==> src/rtl/nabp_projection_filter_if.sv <==
// Host-side stream, clear and coefficient-load bus of the projection ramp filter.
interface nabp_projection_filter_if #(
   parameter int DATA_LEN     = 8,
   parameter int FILTERED_LEN = 12,
   parameter int ORDER        = 16,
   parameter int COEF_LEN     = 12
);
   localparam int ADDR_LEN = $clog2(ORDER + 1);

   logic                           enable;
   logic                           clear;
   logic signed [DATA_LEN-1:0]     in_data;
   logic                           coef_wr_en;
   logic        [ADDR_LEN-1:0]     coef_addr;
   logic signed [COEF_LEN-1:0]     coef_data;
   logic signed [FILTERED_LEN-1:0] out_data;
   logic                           out_valid;

   modport master (
      output enable, clear, in_data, coef_wr_en, coef_addr, coef_data,
      input  out_data, out_valid
   );

   modport slave (
      input  enable, clear, in_data, coef_wr_en, coef_addr, coef_data,
      output out_data, out_valid
   );
endinterface

==> src/rtl/nabp_projection_filter.sv <==
// Streaming symmetric-window FIR ramp filter feeding hs_val, one projection line per angle.
// Optional macro NABP_FILTER_SATURATE_EN clamps the output instead of wrapping it.
module nabp_projection_filter #(
   parameter int DATA_LEN     = 8,
   parameter int FILTERED_LEN = 12,
   parameter int ORDER        = 16,
   parameter int COEF_LEN     = 12,
   parameter int COEF_FRAC    = 10
) (
   input  logic                    clk,
   input  logic                    reset_n,
   nabp_projection_filter_if.slave bus
);
   localparam int ADDR_LEN  = $clog2(ORDER + 1);
   localparam int ACC_LEN   = DATA_LEN + COEF_LEN + $clog2(ORDER + 1);
   localparam int FILL_MAX  = ORDER / 2 + 1;
   localparam int FILL_LEN  = $clog2(FILL_MAX + 1);

   localparam logic [ADDR_LEN-1:0]       LAST_ADDR  = ADDR_LEN'(ORDER);
   localparam logic [FILL_LEN-1:0]       FILL_FULL  = FILL_LEN'(FILL_MAX);
   localparam logic signed [ACC_LEN-1:0] ROUND_HALF = ACC_LEN'(2 ** (COEF_FRAC - 1));

   logic signed [COEF_LEN-1:0]     coef_q [0:ORDER];
   logic signed [DATA_LEN-1:0]     tap_p0 [0:ORDER];
   logic        [FILL_LEN-1:0]     fill_p0;
   logic                           en_p1;
   logic signed [ACC_LEN-1:0]      acc_p1;
   logic signed [FILTERED_LEN-1:0] out_data_p1;
   logic                           vld_p1;

   function automatic logic signed [ACC_LEN-1:0] round_half_up(input logic signed [ACC_LEN-1:0] acc);
      logic signed [ACC_LEN-1:0] biased;
      biased = acc + ROUND_HALF;
      return biased >>> COEF_FRAC;
   endfunction

`ifdef NABP_FILTER_SATURATE_EN
   localparam logic signed [ACC_LEN-1:0] SAT_HI = ACC_LEN'(2 ** (FILTERED_LEN - 1) - 1);
   localparam logic signed [ACC_LEN-1:0] SAT_LO = ACC_LEN'(-(2 ** (FILTERED_LEN - 1)));

   function automatic logic signed [FILTERED_LEN-1:0] narrow(input logic signed [ACC_LEN-1:0] val);
      if (val > SAT_HI)      return SAT_HI[FILTERED_LEN-1:0];
      else if (val < SAT_LO) return SAT_LO[FILTERED_LEN-1:0];
      else                   return val[FILTERED_LEN-1:0];
   endfunction
`else
   // Two's-complement wrap: only the low bits survive.
   function automatic logic signed [FILTERED_LEN-1:0] narrow(input logic signed [ACC_LEN-1:0] val);
      return val[FILTERED_LEN-1:0];
   endfunction
`endif

   // Stage p1: full-precision multiply-accumulate across the whole tap line.
   always_comb begin
      acc_p1 = '0;
      for (int k = 0; k <= ORDER; k++) begin
         acc_p1 = acc_p1 + (ACC_LEN'(coef_q[k]) * ACC_LEN'(tap_p0[k]));
      end
   end

   always_ff @(posedge clk or negedge reset_n) begin
      if (!reset_n) begin
         for (int k = 0; k <= ORDER; k++) begin
            coef_q[k] <= '0;
            tap_p0[k] <= '0;
         end
         fill_p0     <= '0;
         en_p1       <= 1'b0;
         out_data_p1 <= '0;
         vld_p1      <= 1'b0;
      end else begin
         if (bus.coef_wr_en && (bus.coef_addr <= LAST_ADDR)) begin
            coef_q[bus.coef_addr] <= bus.coef_data;
         end

         if (bus.clear) begin
            for (int k = 0; k <= ORDER; k++) begin
               tap_p0[k] <= '0;
            end
            fill_p0     <= '0;
            en_p1       <= 1'b0;
            out_data_p1 <= '0;
            vld_p1      <= 1'b0;
         end else begin
            // Stage p0: accept a sample into the tap line.
            en_p1 <= bus.enable;
            if (bus.enable) begin
               tap_p0[0] <= bus.in_data;
               for (int k = ORDER; k > 0; k--) begin
                  tap_p0[k] <= tap_p0[k-1];
               end
               if (fill_p0 != FILL_FULL) begin
                  fill_p0 <= fill_p0 + 1'b1;
               end
            end

            // Stage p1: register the rounded, narrowed sum for the previous accepted sample.
            if (en_p1) begin
               out_data_p1 <= narrow(round_half_up(acc_p1));
               vld_p1      <= (fill_p0 >= FILL_FULL);
            end
         end
      end
   end

   assign bus.out_data  = out_data_p1;
   assign bus.out_valid = vld_p1;
endmodule
==> src/flat_wrapper.sv <==
// flat-port wrapper written by rule: the top's interface ports become plain ports
module nabp_projection_filter_flat 
#(
   parameter int DATA_LEN     = 8,
   parameter int FILTERED_LEN = 12,
   parameter int ORDER        = 16,
   parameter int COEF_LEN     = 12,
   parameter int COEF_FRAC    = 10
)
  (clk, reset_n, bus_enable, bus_clear, bus_in_data, bus_coef_wr_en, bus_coef_addr, bus_coef_data, bus_out_data, bus_out_valid);
  nabp_projection_filter_if #(.DATA_LEN(DATA_LEN), .FILTERED_LEN(FILTERED_LEN), .ORDER(ORDER), .COEF_LEN(COEF_LEN)) bus_i ();
  input  logic clk;
  input  logic reset_n;
  input wire logic [$bits(bus_i.enable)-1:0] bus_enable;
  input wire logic [$bits(bus_i.clear)-1:0] bus_clear;
  input wire logic [$bits(bus_i.in_data)-1:0] bus_in_data;
  input wire logic [$bits(bus_i.coef_wr_en)-1:0] bus_coef_wr_en;
  input wire logic [$bits(bus_i.coef_addr)-1:0] bus_coef_addr;
  input wire logic [$bits(bus_i.coef_data)-1:0] bus_coef_data;
  output wire logic [$bits(bus_i.out_data)-1:0] bus_out_data;
  output wire logic [$bits(bus_i.out_valid)-1:0] bus_out_valid;
  assign bus_i.enable = bus_enable;
  assign bus_i.clear = bus_clear;
  assign bus_i.in_data = bus_in_data;
  assign bus_i.coef_wr_en = bus_coef_wr_en;
  assign bus_i.coef_addr = bus_coef_addr;
  assign bus_i.coef_data = bus_coef_data;
  assign bus_out_data = bus_i.out_data;
  assign bus_out_valid = bus_i.out_valid;
  nabp_projection_filter #(.DATA_LEN(DATA_LEN), .FILTERED_LEN(FILTERED_LEN), .ORDER(ORDER), .COEF_LEN(COEF_LEN), .COEF_FRAC(COEF_FRAC)) u_core (.clk(clk), .reset_n(reset_n), .bus(bus_i));
endmodule
==> config.mk <==
export PLATFORM = sky130hd
export DESIGN_NAME = nabp_projection_filter_flat
export DESIGN_NICKNAME = d
export VERILOG_FILES = /design/src/rtl/nabp_projection_filter_if.sv /design/src/rtl/nabp_projection_filter.sv /design/src/flat_wrapper.sv
export SDC_FILE = /design/constraint.sdc
export NUM_CORES = 2
export LEC_CHECK = 0
export BUFFER_PORTS_ARGS = -buffer_cell sky130_fd_sc_hd__buf_2
export CAP_MARGIN = 20
export CORE_MARGIN = 2
export CORE_UTILIZATION = 30
export CTS_CLUSTER_DIAMETER = 60
export DETAILED_ROUTE_END_ITERATION = 6
export PLACE_DENSITY = 0.55
export SLEW_MARGIN = 20
export SYNTH_ARGS = -nofsm -noshare
export SYNTH_HDL_FRONTEND = slang
export SYNTH_SLANG_ARGS = --single-unit
==> constraint.sdc <==
create_clock -name clk -period 15.1 [get_ports clk]
set_input_delay 1.51 -clock clk [delete_from_list [all_inputs] [get_ports clk]]
set_output_delay 1.51 -clock clk [all_outputs]
set_load 0.02 [all_outputs]
==> impl_results.md <==
- CP startpoint kind: register
- Port bufs: 42
- Worst hold slack: 0.545 ns
- Post-layout min period: 10.28 ns
- Post-synthesis mux area share: 0.0469
- Starting Density: 0.301
- 1st-iter DRT viols: 2933
- Post-synth EDFFs: 0
- Top cell type by total area after synthesis: fa_1
- Levels on crit path: 30
- Synth Area in Adders: 0.513
- Crit. End Element: register
- Post-DP HPWL: 182000 um
- Root Buffer: clkbuf_16
- Rows: 190
- Placed cell count: 11800
- IR Drop Worst-Case VDD: 0.0000719 V
- CTS Buffer Depth: 3
- Lkg Pwr: 41.6 nW
- Clock slew at reported path FFs: 0.05 ns
- Final Max Tran Viols: 0
- Router iterations before antenna repair: 5
- Worst R2R Start: u_core.tap_p0[39]$_DFFE_PN0P_
- Reg2reg end: u_core.bus.out_data[10]$_DFFE_PN0P_
- Setup crit end: u_core.bus.out_data[10]$_DFFE_PN0P_
- Total power density per cell area: 48.8 nW/um^2
- Grt met1 use: 0.232
- Post-Synthesis Cell Area: 80400 um^2
- GR met3 Demand/Resource: 0.0222
- Final-stage net count: 10700
- Tot Pwr: 4.25 mW
- Clk_lat worst skew: 0.71 ns
- First-pass GRT wire length: 363000 um
- Top cell type's share of synthesized area: 0.408
- Util after Layout: 0.326
- FFs w/ async S/R, synth: 1.00
- Outcome: finished clean
- WP data arrival: 10.88 ns
- Die area: 272000 um^2
- Num CTS Buffers: 74
- Crit-path max cell delay: 0.74 ns
- Relative slew slack: 0.262
- Worst Hold Class: reg -> reg
- Delay-heaviest family, CP: adder cells
- Antenna violations before repair: 19
- Post-placement setup slack: 4.88 ns
- Post-DP Area: 84500 um^2
- Total gr overflow: 0
- Most used cell, CP: fa_1
- Compound-Gate Fraction of Synth Area: 0.0377
- Final Hold Vio Count: 0
- Final setup fails: 0
- Setup crit start: u_core.tap_p0[39]$_DFFE_PN0P_
- Drt wl/cell: 18.9 um
- Area Growth Syn to Fin: 8.34%
- GRT Total Usage: 0.172
- I/O pin count: 43
- Design Area, Final: 87100 um^2
- Post-Synth Simple-Gate Area: 0.147
- Via count: 55300
- Top post-synthesis cells by area: fa_1, dfrtp_1, ha_1
- Clock Skew: 0.0400 ns
- Worst path bufs/invs: 5
- Least-Margin Pin Slew: 1.11 ns
- Top Usage Layer GRT: met2
- Met2 GRT Util: 0.288
- Post-synth top cells: inv_1, fa_1, and2_1
- Worst Reg2Reg Path Length in Cells: 30
- Post-CTS Setup Repair Bufs: 0
- Drc violations: 0
- Vias per cell: 4.64
- Layout cells sized above 1: 0.0528
- Peak fanout along the critical path: 10
- Final setup TNS: 0 ns
- Top-count cell post-synth: inv_1
- Post-CTS Hold Buffers: 0
- CTS tree: done
- Final worst path period share: 0.681
- Final worst slack: 4.82 ns
- Synth cell types: 61
- Die Span Y: 522 um
- Max Clk Rate: 97.3 MHz
- Global placement routability congestion: 0.897
- Worst R2R Setup Slack: 4.82 ns
- Die Span X: 522 um
- Syn avg cell area: 9.61 um^2
- Critical path type: reg -> reg
- RSZ-0062 raised after global routing: false
- Main combinational cell family by area after synthesis: adder cells
- Largest net degree at the start of global routing: 76
- H-Tree Level Count: 3
- Post-route non-filler standard cell count: 11900
- Worst Path Required: 15.70 ns
- Ys Warns: 0
- Core area: 267000 um^2
- Slowest cell on the critical path: a211oi_1
- Synthesized net count: 10700
- ANT nets after route: 0
- FF+latch count, synth: 358
- CTS resizes: 0
- Post-synth top flop: dfrtp_1
- Clock sink total: 358
- Detailed Route WL: 225000 um
- Cells after Synth: 8367
- Vias in the first global route: 61000
- # Max-Cap Violations: 0
- Sequential fraction of the synthesis area: 0.111
- Synth Area in XOR/XNOR: 0.0375
[final cells by class]
| class | count | area [um^2] |
|---|---|---|
| Clock buffer | 86 | 1990 |
| Inverter | 2062 | 7740 |
| Antenna cell | 5 | 12.5 |
| Sequential cell | 358 | 8960 |
| Multi-Input combinational cell | 5746 | 62900 |
| Timing Repair Buffer | 71 | 482 |
| Fill cell | 27400 | 180000 |
| Clock inverter | 47 | 519 |
| Tap cell | 3552 | 4440 |
[worst min path at each step]
stage,from,end,depth (start not counted)
detailed placement,u_core.bus.out_valid$_DFFE_PN0P_,u_core.bus.out_valid$_DFFE_PN0P_,2
global placement,u_core.bus.out_data[8]$_DFFE_PN0P_,u_core.bus.out_data[8]$_DFFE_PN0P_,2
CTS,u_core.bus.out_valid$_DFFE_PN0P_,u_core.bus.out_valid$_DFFE_PN0P_,2
floorplan,u_core.tap_p0[2]$_DFFE_PN0P_,u_core.tap_p0[2]$_DFFE_PN0P_,2
finish,u_core.bus.out_valid$_DFFE_PN0P_,u_core.bus.out_valid$_DFFE_PN0P_,2
global route,u_core.bus.out_valid$_DFFE_PN0P_,u_core.bus.out_valid$_DFFE_PN0P_,2
[cells in the final DEF (no fill, tap or decap), types with 86 or more instances in the layout]
cell,n
inv_1,2062
xnor2_1,271
dfrtp_1,358
mux2i_1,145
fa_1,1639
ha_1,676
o21ai_0,86
nor2_1,312
a21oi_1,145
nand2_1,603
and2_1,955
nand2b_1,164
mux2_2,206
[power by group]
group / internal [mW] / switching (mW)
Clock: 1.04 / 0.657
Combinational: 0.490 / 0.638
Sequential: 1.08 / 0.339
Total: 2.61 / 1.63
[layer usage]
| layer | wire length [um] | vias to the layer above |
|---|---|---|
| li1 | - | 24900 |
| met1 | 98700 | 29000 |
| met2 | 109000 | 1155 |
| met3 | 10300 | 295 |
| met4 | 7290 | 2 |
| met5 | 19 | - |
[sequential cells by signal, summed over array words and instances (netlist names)]
signal and flops:
u_core.en_p1 1, u_core.tap_p0 136, u_core.coef_q 204, u_core.bus.out_valid 1, u_core.bus.out_data 12, u_core.fill_p0 4
[cells by family after synthesis]
family / count (synthesis)
flip-flops: 358
multiplexers: 351
buffers and inverters: 2263
AND/OR/NAND/NOR: 2277
AO/OA/AOI/OAI: 459
adder cells (fa/ha/maj): 2315
XOR/XNOR: 344
[worst register-to-register path, delay by kind of cell, from the launching register on]
family	cells	cell delay, ns
simple gates	3	0.53
fa+ha+maj	12	5.90
flops	1	0.62
compound gates	9	2.53
xor+xnor	1	0.10
buf+inv	5	0.50
Note: power is estimated with default switching activity, not from simulation.
